`config.mk`:
```
export PLATFORM = sky130hd
export DESIGN_NAME = pipe_stage_reg
export DESIGN_NICKNAME = d
export VERILOG_FILES = /design/src/rtl/pipe_stage_reg.sv
export SDC_FILE = /design/constraint.sdc
export NUM_CORES = 1
export LEC_CHECK = 0
export CORE_MARGIN = 2
export CORE_UTILIZATION = 57
export CTS_BUF_LIST = sky130_fd_sc_hd__clkbuf_8
export DETAILED_ROUTE_END_ITERATION = 16
export GPL_ROUTABILITY_DRIVEN = 0
export PLACE_DENSITY = 0.88
export SYNTH_ARGS = -nofsm -noshare
export SYNTH_HDL_FRONTEND = slang
export SYNTH_SLANG_ARGS = --single-unit
```
`constraint.sdc`:
```
create_clock -name clk -period 2.4 [get_ports clk]
set_input_delay 0.24 -clock clk [delete_from_list [all_inputs] [get_ports clk]]
set_output_delay 0.24 -clock clk [all_outputs]
set_load 0.01 [all_outputs]
```
`src/rtl/pipe_stage_reg.sv`:
```
// rtl/pipe_stage_reg.sv - pipeline-boundary register with valid/ready handshake, two-entry skid buffer,
// synchronous flush and a saturating downstream-idle counter.
module pipe_stage_reg #(
  parameter int                DATA_W    = 192,
  parameter logic [DATA_W-1:0] NOP_VALUE = '0,
  parameter int                CNT_W     = 16
) (
  input  logic              clk,
  input  logic              reset,
  input  logic              flush,
  input  logic              in_valid,
  output logic              in_ready,
  input  logic [DATA_W-1:0] in_data,
  output logic              out_valid,
  input  logic              out_ready,
  output logic [DATA_W-1:0] out_data,
  output logic [1:0]        occupancy,
  output logic [CNT_W-1:0]  bubble_cnt
);

  typedef enum logic [1:0] {
    EMPTY = 2'd0,
    ONE   = 2'd1,
    TWO   = 2'd2
  } state_e;

  state_e            state_q, state_d;
  logic [DATA_W-1:0] main_q, main_d;
  logic [DATA_W-1:0] skid_q, skid_d;
  logic [CNT_W-1:0]  bubble_q, bubble_d;
  logic              in_fire, out_fire;

  // Handshake outputs come from registered state only, so in_ready never depends on out_ready.
  assign in_ready   = (state_q != TWO);
  assign out_valid  = (state_q != EMPTY);
  assign out_data   = out_valid ? main_q : NOP_VALUE;
  assign occupancy  = state_q;
  assign bubble_cnt = bubble_q;

  assign in_fire  = in_valid & in_ready;
  assign out_fire = out_valid & out_ready;

  always_ff @(posedge clk) begin
    if (reset) begin
      state_q  <= EMPTY;
      main_q   <= NOP_VALUE;
      skid_q   <= NOP_VALUE;
      bubble_q <= '0;
    end else begin
      state_q  <= state_d;
      main_q   <= main_d;
      skid_q   <= skid_d;
      bubble_q <= bubble_d;
    end
  end

  always_comb begin
    state_d = state_q;
    main_d  = main_q;
    skid_d  = skid_q;

    if (flush) begin
      // Anything accepted during the flush cycle is killed along with the held entries.
      state_d = EMPTY;
      main_d  = NOP_VALUE;
      skid_d  = NOP_VALUE;
    end else begin
      unique case (state_q)
        EMPTY: begin
          if (in_fire) begin
            state_d = ONE;
            main_d  = in_data;
          end
        end
        ONE: begin
          if (in_fire && out_fire) begin
            main_d = in_data;
          end else if (in_fire) begin
            state_d = TWO;
            skid_d  = in_data;
          end else if (out_fire) begin
            state_d = EMPTY;
            main_d  = NOP_VALUE;
          end
        end
        TWO: begin
          if (out_fire) begin
            state_d = ONE;
            main_d  = skid_q;
            skid_d  = NOP_VALUE;
          end
        end
        default: begin
          state_d = EMPTY;
          main_d  = NOP_VALUE;
          skid_d  = NOP_VALUE;
        end
      endcase
    end
  end

  always_comb begin
    bubble_d = bubble_q;
    if (out_ready && !out_valid && (bubble_q != {CNT_W{1'b1}})) begin
      bubble_d = bubble_q + 1'b1;
    end
  end

endmodule

```
==> flow_summary.ini <==
[outcome]
status = completed

[setup_path]
rr_endpoint = main_q[162]
crit_path_max_fanout = 26
timing.critical_path.from = occupancy[1]
critPathCaptureType = output pin
r2r-start = occupancy[0]
r2r_setup_slack_ns = 0.09
critical_path_arrival_ns = 2.09
required_ns = 2.16
cp-start-kind = register
worstRegToRegCells = 5
setup.worst_path.class = reg2out

[synthesis]
postSynth.asyncResetShare = 0
post_synth.cell_area_avg_um2 = 8.31
synthTopCellsByArea = dfxtp_1 (41%), and2_1 (18%), mux2i_1 (10%)
postSynth.topFlopCell = dfxtp_1
synth-seq-cells = 402
synth_edf_count = 0
post-synth-top-area-cell = dfxtp_1
yosysWarningCount = 0
synth.top_cell.area_share = 0.412
syn-instance-count = 2353
synth_fp_nets = 2551
synth_area_mm2 = 0.0195
synth_cell_types = 45
synth.yosys.seq_area_share = 0.412

[floorplan]
die_height_um = 189
core-area_mm2 = 0.0336
top_level_ports = 409
rows = 67
initial_core_util = 0.581
die_area_mm2 = 0.0358
dieWidth_um = 189

[clock_network]
numClockSinks = 402
cts_inserted_buffers = 68
clkTransAtPathRegs_ns = 0.07
number_of_buffers_on_the_longest_clock_path = 3
clock-root-buffer = clkbuf_8
cts_hold_buffers = 0
tritoncts = yes
clkLatencyLatePin_ns = 0.58
clock_tree.htree_level_count = 3

[drt]
drt_drc_violations_left = 0
drt_pre_antenna_iters = 7
drtAntennaViolNets = 0
detail_route.wl_per_cell_um = 19.2
postRouteWirelength_um = 61100
vias_per_cell = 5.82
via_count = 18500
drtIter0Drc = 1658

[sta]
worst_hold_slack_ns = 0.327
tightest_slew_ns = 1.41
max_freq_mhz = 429
report.final.setup_viol = 0
finalMaxSlewViolations = 0
slew-limit-headroom = 0.0582
hold_violations = 0
grt_setup_unrepaired = false
final_period_minus_worst_setup_slack_ns = 2.33
final.period_utilization = 0.972
finalWorstSetupSlack_ns = 0.0668
clock_skew_ns = 0.0232

[grt]
first_global_vias = 18300
global_route.usage.total = 0.318
largest_net_degree_at_the_start_of_global_routing = 110
grt_first_pass_wirelength_um = 93600
global_route.overflow_total = 0
antenna_violations_before_repair = 7

[power_and_ir_drop]
total_leakage_power_uw = 0.0119
totalPowerFinal_uw = 14800
p_per_area_mw_per_mm2 = 573
irDropWorstVdd_v = 0.000476

[final_layout]
drive_above_1_share = 0.0618
nets = 2872
design_area_mm2 = 0.0258
area_growth_pct = 32.1
layoutNonFillerInstCount = 3172

[worst_hold_path]
hold_path_startpoint = in_data[189]
holdCritPathClass = in2reg
hold_depth = 3
hold-path-endpoint = main_q[189]

[placement]
buffer_ports.inserted = 408
place_area_mm2 = 0.0240
place.detailed.hpwl_um = 36000
pre_cts_slack_ns = -0.123
post_place_cells = 3045

[flow_run]
timing.max_cap.violations = 0
-- repair_timing --
| action | in CTS | in global routing |
|---|---|---|
| buffers inserted | 0 | 2 |
| resized for setup | 66 | 137 |
| cloned | 1 | 4 |
| endpoints found under the setup margin | 178 | 136 |
| pin swaps | 0 | 1 |
-- cells by family after synthesis --
logic type | Yosys count | share of synthesized area
simple gates | 1149 | 0.330
flops | 402 | 0.412
compound gates | 390 | 0.109
buf+inv | 214 | 0.0476
mux | 196 | 0.100
xor+xnor | 1 | 0.000448
fa+ha+maj | 1 | 0.000640
-- cell usage in the layout (no fill, tap or decap), types with 86 or more instances in the layout --
cell | Yosys | layout
o21ai_0 | 171 | 171
dfxtp_1 | 402 | 401
clkbuf_8 | 0 | 86
and2_1 | 548 | 543
a21oi_1 | 176 | 176
nor3b_1 | 164 | 164
dlymetal6s2s_1 | 0 | 134
nor2_1 | 225 | 225
nand2_1 | 171 | 171
clkdlybuf4s50_1 | 0 | 216
mux2i_1 | 196 | 196
-- power breakdown --
part           switching (uW)  total, uW  leakage, uW  internal [uW]
registers                68.1       6870      0.00325           6810
clock network            2790       6110     0.000771           3320
logic                     958       1800      0.00789            845
-- metal layers --
layer	GRT usage	vias to the layer above	wire length, um
met3	0.0658	198	4850
met1	0.385	8865	23900
met2	0.522	906	29100
met5	0	-	0
li1	-	8499	-
met4	0.188	0	3190
-- Yosys cell counts (18+ instances only) --
cell        n
and2_1    548
dfxtp_1   402
nor2_1    225
mux2i_1   196
a21oi_1   176
nand2_1   171
o21ai_0   171
nor3b_1   164
clkbuf_1  142
buf_2      41
a222oi_1   28
buf_4      18
-- worst max path at each step --
stage / slack (ns) / to / cells after the start
6_report: 0.07 / out_valid / 4
5_1_grt: 0.02 / main_q[159] / 5
4_1_cts: -0.14 / out_data[58] / 4
3_5_place_dp: -0.12 / main_q[149] / 6
3_3_place_gp: 0.04 / main_q[166] / 6
2_1_floorplan: 0.74 / skid_q[111] / 7
-- sequential cells by signal, summed over array words and instances (netlist names) --
name,count
main_q,192
skid_q,192
bubble_cnt,16
occupancy,2
-- area by class of cell --
class | count | area [um2]
inverter | 3 | 11.3
clock inverter | 29 | 156
multi-input combinational | 1737 | 10600
sequential | 402 | 8050
fill | 2272 | 7800
timing repair buffer | 462 | 5190
antenna | 5 | 12.5
tap | 448 | 561
clock buffer | 86 | 1180
-- per-stage QoR --
stage | setup TNS [ns] | util
finish | 0 | 0.768
global route | 0 | 0.768
CTS | -12.35 | 0.753
detailed placement | -2.04 | 0.714
global placement | 0 | 0.714
floorplan | 0 | -
-- worst max-delay path, cell delays in order, from the launching register on --
cell,delay [ns]
dfxtp_4,0.37
or2_4,0.28
buf_12,0.16
clkbuf_16,0.20
clkdlybuf4s50_1,0.49
No activity file was read; power rests on OpenSTA's default activity.
